[config.mk]
export PLATFORM = sky130hd
export DESIGN_NAME = fetch_pc_ctrl
export DESIGN_NICKNAME = d
export VERILOG_FILES = /design/src/rtl/fetch_pc_ctrl_pkg.sv /design/src/rtl/fetch_skid_buf.sv /design/src/rtl/fetch_pc_ctrl.sv
export SDC_FILE = /design/constraint.sdc
export NUM_CORES = 1
export LEC_CHECK = 0
export BUFFER_PORTS_ARGS = -buffer_cell sky130_fd_sc_hd__buf_4
export CORE_MARGIN = 1.5
export CORE_UTILIZATION = 40
export CTS_CLUSTER_DIAMETER = 150
export DETAILED_ROUTE_END_ITERATION = 12
export GPL_ROUTABILITY_DRIVEN = 0
export PLACE_DENSITY = 0.71
export REMOVE_ABC_BUFFERS = 1
export SYNTH_ARGS = -nofsm -noshare
export SYNTH_HDL_FRONTEND = slang
export SYNTH_HIERARCHICAL = 1
export SYNTH_SLANG_ARGS = --single-unit
[constraint.sdc]
create_clock -name clk -period 6.2 [get_ports clk]
set_input_delay 1.24 -clock clk [delete_from_list [all_inputs] [get_ports clk]]
set_output_delay 1.24 -clock clk [all_outputs]
set_load 0.02 [all_outputs]
[src/rtl/fetch_pc_ctrl_pkg.sv]
// Shared state encoding, word types and parameter defaults for the fetch PC controller.
package fetch_pc_ctrl_pkg;

  localparam logic [31:0] RESET_PC_DEFAULT = 32'h0000_3000;
  localparam logic [31:0] EXC_VEC_DEFAULT  = 32'h0000_4180;
  localparam logic [31:0] INSTR_BYTES      = 32'd4;
  localparam logic [31:0] LINK_OFFSET      = 32'd8;

  typedef enum logic [1:0] {
    S_IDLE = 2'd0,
    S_REQ  = 2'd1,
    S_HOLD = 2'd2
  } fetch_state_e;

  typedef struct packed {
    logic [31:0] pc;
    logic [31:0] instr;
  } fetch_word_t;

endpackage

[src/rtl/fetch_skid_buf.sv]
// One-entry {pc, instr} holding register that parks a fetched word while ID is stalled.
module fetch_skid_buf
  import fetch_pc_ctrl_pkg::*;
(
  input  logic        clk,
  input  logic        rst,
  input  logic        load,
  input  logic        unload,
  input  fetch_word_t word_in,
  output fetch_word_t word_out,
  output logic        valid
);

  fetch_word_t word_q, word_d;
  logic        valid_q, valid_d;

  // NOTE: defaults first so every path assigns every signal and no latch is inferred.
  always_comb begin
    word_d  = word_q;
    valid_d = valid_q;
    if (load) begin
      word_d  = word_in;
      valid_d = 1'b1;
    end else if (unload) begin
      valid_d = 1'b0;
    end
  end

  // NOTE: non-blocking assignments so every flop samples pre-edge values whatever the block order.
  // NOTE: the data word is reset as well, so a stray unload can never push X into ID.
  always_ff @(posedge clk or posedge rst) begin
    if (rst) begin
      word_q  <= '0;
      valid_q <= 1'b0;
    end else begin
      word_q  <= word_d;
      valid_q <= valid_d;
    end
  end

  assign word_out = word_q;
  assign valid    = valid_q;

endmodule

[src/rtl/fetch_pc_ctrl.sv]
// Fetch PC owner: sequences IM requests, feeds ID via valid/stall, applies delay-slot redirects.
// Optional misaligned-redirect trap is built when PC_ALIGN_CHECK_EN is defined.
module fetch_pc_ctrl
  import fetch_pc_ctrl_pkg::*;
#(
  parameter logic [31:0] RESET_PC = RESET_PC_DEFAULT,
  parameter logic [31:0] EXC_VEC  = EXC_VEC_DEFAULT
) (
  input  logic        clk,
  input  logic        reset,
  input  logic        stall_id,
  input  logic        redirect,
  input  logic [31:0] redirect_pc,
  output logic        imem_req,
  output logic [31:0] imem_addr,
  input  logic        imem_ack,
  input  logic [31:0] imem_rdata,
  output logic        if_valid,
  output logic [31:0] if_instr,
  output logic [31:0] if_pc,
  output logic [31:0] if_pc8,
  output logic        exc_adel
);

  fetch_state_e state_q, state_d;
  logic [31:0]  pc_q, pc_d;
  logic         pend_q, pend_d;
  logic [31:0]  pend_pc_q, pend_pc_d;
  logic         if_valid_q, if_valid_d;
  logic [31:0]  if_instr_q, if_instr_d;
  logic [31:0]  if_pc_q, if_pc_d;

  logic         slot_free, redirect_ok, word_enter, adel;
  logic         skid_load, skid_unload, skid_valid;
  logic [31:0]  nxt;
  fetch_word_t  skid_in, skid_out, enter_word;

  assign slot_free   = !if_valid_q || !stall_id;
  assign redirect_ok = redirect && !stall_id;
  assign nxt         = redirect_ok ? redirect_pc : (pend_q ? pend_pc_q : pc_q + INSTR_BYTES);
  assign skid_in     = '{pc: pc_q, instr: imem_rdata};

  fetch_skid_buf u_skid (
    .clk      (clk),
    .rst      (reset),
    .load     (skid_load),
    .unload   (skid_unload),
    .word_in  (skid_in),
    .word_out (skid_out),
    .valid    (skid_valid)
  );

  always_comb begin
    state_d     = state_q;
    pc_d        = pc_q;
    pend_d      = pend_q;
    pend_pc_d   = pend_pc_q;
    if_valid_d  = if_valid_q;
    if_instr_d  = if_instr_q;
    if_pc_d     = if_pc_q;
    skid_load   = 1'b0;
    skid_unload = 1'b0;
    word_enter  = 1'b0;
    enter_word  = '0;
    adel        = 1'b0;

    unique case (state_q)
      S_IDLE: state_d = S_REQ;
      S_REQ: begin
        if (imem_ack) begin
          if (slot_free) begin
            word_enter = 1'b1;
            enter_word = skid_in;
          end else begin
            skid_load = 1'b1;
            state_d   = S_HOLD;
          end
        end else if (if_valid_q && !stall_id) begin
          if_valid_d = 1'b0;
        end
      end
      S_HOLD: begin
        if (!stall_id && skid_valid) begin
          word_enter  = 1'b1;
          enter_word  = skid_out;
          skid_unload = 1'b1;
          state_d     = S_REQ;
        end
      end
      default: state_d = S_IDLE;
    endcase

    // The PC only moves when a word lands in ID, so the word in flight is always the delay slot.
    if (word_enter) begin
      if_valid_d = 1'b1;
      if_pc_d    = enter_word.pc;
      if_instr_d = enter_word.instr;
      pc_d       = nxt;
      pend_d     = 1'b0;
`ifdef PC_ALIGN_CHECK_EN
      if (nxt[1:0] != 2'b00) begin
        pc_d = EXC_VEC;
        adel = 1'b1;
      end
`endif
    end else if (redirect_ok) begin
      pend_d    = 1'b1;
      pend_pc_d = redirect_pc;
    end
  end

`ifndef PC_ALIGN_CHECK_EN
  // The trap vector is only consumed by the alignment check.
  logic unused_exc_vec;
  assign unused_exc_vec = ^EXC_VEC;
`endif

  always_ff @(posedge clk or posedge reset) begin
    if (reset) begin
      state_q    <= S_IDLE;
      pc_q       <= RESET_PC;
      pend_q     <= 1'b0;
      pend_pc_q  <= '0;
      if_valid_q <= 1'b0;
      if_instr_q <= '0;
      if_pc_q    <= '0;
    end else begin
      state_q    <= state_d;
      pc_q       <= pc_d;
      pend_q     <= pend_d;
      pend_pc_q  <= pend_pc_d;
      if_valid_q <= if_valid_d;
      if_instr_q <= if_instr_d;
      if_pc_q    <= if_pc_d;
    end
  end

  assign imem_req  = (state_q == S_REQ);
  assign imem_addr = pc_q;
  assign if_valid  = if_valid_q;
  assign if_instr  = if_instr_q;
  assign if_pc     = if_pc_q;
  assign if_pc8    = if_pc_q + LINK_OFFSET;
  assign exc_adel  = adel;

endmodule

==> impl_metrics.json <==
{
  "clk_latency_ps": 430,
  "cts_setup_buffers": 0,
  "finalMaxSlewViolations": 0,
  "total_leakage_power_nw": 5.49,
  "port_buffers": 198,
  "crit_type": "reg -> out",
  "synthToLayoutAreaGrowth_pct": 22.8,
  "coreArea_mm2": 0.0242,
  "wl_mm": 26.6,
  "postRouteAntennaNets": 0,
  "grt_max_degree": 81,
  "path_clk_slew_ps": 70,
  "total_power_mw": 6.46,
  "antenna_found_initial": 0,
  "grtUsageMet1": 0.278,
  "p_sw_frac": 0.410,
  "drt-initial-drc-count": 555,
  "grt_pass1_vias": 7654,
  "synth_xor_area_frac": 0.0302,
  "arrival_ps": 2450,
  "vias": 7611,
  "cp_num_cells": 6,
  "hold_viol": 0,
  "cts_tree": "yes",
  "final_nets": 1096,
  "busiest_layer": "met2",
  "status": "completed",
  "numCtsBuffers": 17,
  "min_path_type": "reg -> reg",
  "yosys_warnings": 6,
  "setup_viol": 0,
  "reg2reg_depth": 7,
  "synth_top_family_by_area": "compound AO/OA/AOI/OAI gates",
  "synthCells": 861,
  "drive_gt1_frac": 0.347,
  "hold-path-cell-count": 1,
  "start_kind": "register",
  "required_ps": 4960,
  "p_sw_mw": 2.65,
  "crit_slowest_cell": "dfrtp_1",
  "finalSetupTns_ps": 0,
  "grt_pass1_wl_mm": 42.9,
  "power_frac_comb": 0.452,
  "overflow": 0,
  "hpwl_mm": 17.5,
  "die-area_mm2": 0.0256,
  "crit_chain": "and3_1, nand4_1, nor2_1, nand3_1, xnor2_1, buf_4",
  "clock_sinks": 197,
  "synth-edff-count": 0,
  "min_period_ps": 3690,
  "netlist_area_mm2": 0.00987,
  "io_pins": 200,
  "yosys.area_share.simple": 0.103,
  "ys_seq_area_frac": 0.500,
  "dieWidth_um": 160,
  "cts_hold_buf": 0,
  "synth_top_area_cell": "dfrtp_1",
  "endpoint_kind": "primary output",
  "ir_worst_vdd_mv": 0.255,
  "num_antenna_cells": 0,
  "yosysUniqueCellTypes": 57,
  "max_cap_viol_count": 0,
  "syn_avg_cell_area_um2": 11.5,
  "grtUsageTotal": 0.211,
  "synthAdderAreaFrac": 0.00761,
  "grt.met3_usage": 0.0494,
  "via_per_inst": 5.61,
  "rows": 57,
  "wl_per_cell_um": 19.6,
  "clk_root_buffer_cell": "clkbuf_16",
  "worstMarginPinSlew_ps": 1170,
  "cp_num_buf_inv": 1,
  "cp_top_family": "simple AND/OR/NAND/NOR gates",
  "synth_compound_gate_area_share": 0.185,
  "synth_top_area_share": 0.494,
  "rsz0062_at_grt": "no",
  "cts_htree_levels": 4,
  "cts_resized": 0,
  "period_share": 0.596,
  "slew_headroom": 0.219,
  "cp_max_fo": 8,
  "fin_skew_ps": 11.8,
  "first_pass_iters": 6,
  "start_util": 0.407,
  "slowest_delay_ps": 440,
  "pwr-share-seq": 0.385,
  "fmax_mhz": 271,
  "clockPowerShare": 0.163,
  "clock_path_buffers": 2,
  "muxShareOfSynthArea": 0.134,
  "internal-power_mw": 3.81,
  "drc_errors": 0,
  "synthArstFlopShare": 1.00,
  "met2_usage": 0.340,
  "die_h_um": 160,
  "p_per_area_mw_per_mm2": 533,
  "ys_ff_latch": 197,
  "yosys_most_used_dff": "dfrtp_1",
  "synth.area.top_cells": "dfrtp_1 49%, a22o_1 11%, mux2_4 7.5%, mux2_2 5.4%, a21oi_1 2.3%"
}
-- area by class of cell --
cell class / count / area (µm²)
Clock buffer: 18 / 439
Clock inverter: 13 / 118
Fill cell: 2216 / 12100
Inverter: 16 / 65.1
Multi-Input combinational cell: 579 / 4580
Sequential cell: 197 / 4930
Tap cell: 324 / 405
Timing Repair Buffer: 210 / 1580
-- layout by cell type, fill, tap and decap left out, types with 17 or more instances in the layout --
| master | instances |
|---|---|
| o21ai_0 | 28 |
| clkbuf_16 | 17 |
| nand2_1 | 46 |
| a21oi_1 | 44 |
| buf_4 | 210 |
| nor2_1 | 32 |
| xnor2_1 | 20 |
| nand3_1 | 41 |
| a22o_1 | 126 |
| dfrtp_1 | 195 |
| mux2_2 | 47 |
| mux2_4 | 49 |
-- synthesized netlist by cell type (3+ instances only) --
library cell  instances
a31o_2                5
o211ai_1              4
a31oi_1               5
nor4_1                4
clkbuf_1             48
xor2_1               14
dfrtp_1             195
buf_1                 4
nand4_1              16
nand2b_1              4
a22o_1              126
o21ai_0              28
a211o_1               4
and4_1                7
buf_6                 7
nor3_1               12
nand3_1              41
buf_4                 4
inv_1                16
mux2_2               47
and3_1                7
a21oi_1              46
ha_1                  6
a22oi_1               4
mux2i_1               6
nand2_1              46
a21o_1                4
xnor2_1              20
nor2_1               33
or3_1                 8
mux2_4               49
buf_2                 5
nor2b_1               3
-- per-layer routing --
layer / share of wire / vias to the layer above
li1: - / 3533
met1: 0.44 / 3815
met2: 0.48 / 221
met3: 0.059 / 42
met4: 0.024 / 0
met5: 0 / -
-- sequential cells by signal, summed over array words and instances (netlist names), 2 cells and up --
signal,cells
pend_pc_q,32
imem_addr,32
if_instr,32
state_q,2
u_skid/word_out,64
if_pc,32
-- kinds of logic (layout without fill, tap and decap cells) --
logic type	Yosys count	after routing
AOI/OAI and AO/OA	244	244
DFF	197	197
and+or+nand+nor	192	192
muxes	102	102
buffers and inverters	85	257
xor gates and xnor gates	34	34
adders and majority gates	6	6
other	1	1
-- metrics by stage --
stage	hold slack [ps]	cells	worst slack, ps	instance area [µm²]	util
floorplan	471	792	14.2	9540	-
global placement	481	1326	2940	11600	0.477
detailed placement	488	1326	2900	11600	0.477
CTS	504	1357	2420	12100	0.500
global route	520	1357	2290	12100	0.500
finish	505	1357	2510	12100	0.500
-- worst register-to-register path: stages (launching register included) --
cell      delay, ps
dfrtp_1         400
inv_1            80
ha_1            280
a22o_1          330
o211ai_1        140
buf_4           560
buf_4           640
a22o_1          250
-- path summary, 6_finish.rpt --
path,end,start,slack (ps)
worst max-delay path,if_pc8[18],if_pc[5],2510
worst min-delay path,pend_pc_q[11],pend_pc_q[11],500
worst max register to register,if_pc[6],state_q[1],3450
worst min register to register,pend_pc_q[11],pend_pc_q[11],500
max in group asynchronous,pend_pc_q[13],reset,4060
min in group asynchronous,if_instr[17],reset,960
-- power by group through the flow --
| stage | logic [mW] | clock network [mW] | registers (mW) |
|---|---|---|---|
| 6_report | 2.92 | 1.06 | 2.48 |
| 5_1_grt | 3.13 | 1.14 | 2.57 |
| 3_5_place_dp | 2.93 | 0 | 2.50 |
| 3_3_place_gp | 2.88 | 0 | 2.47 |
| 2_1_floorplan | 1.52 | 0 | 2.71 |
| 4_1_cts | 2.94 | 1.08 | 2.48 |
Note: power is estimated with default switching activity, not from simulation.
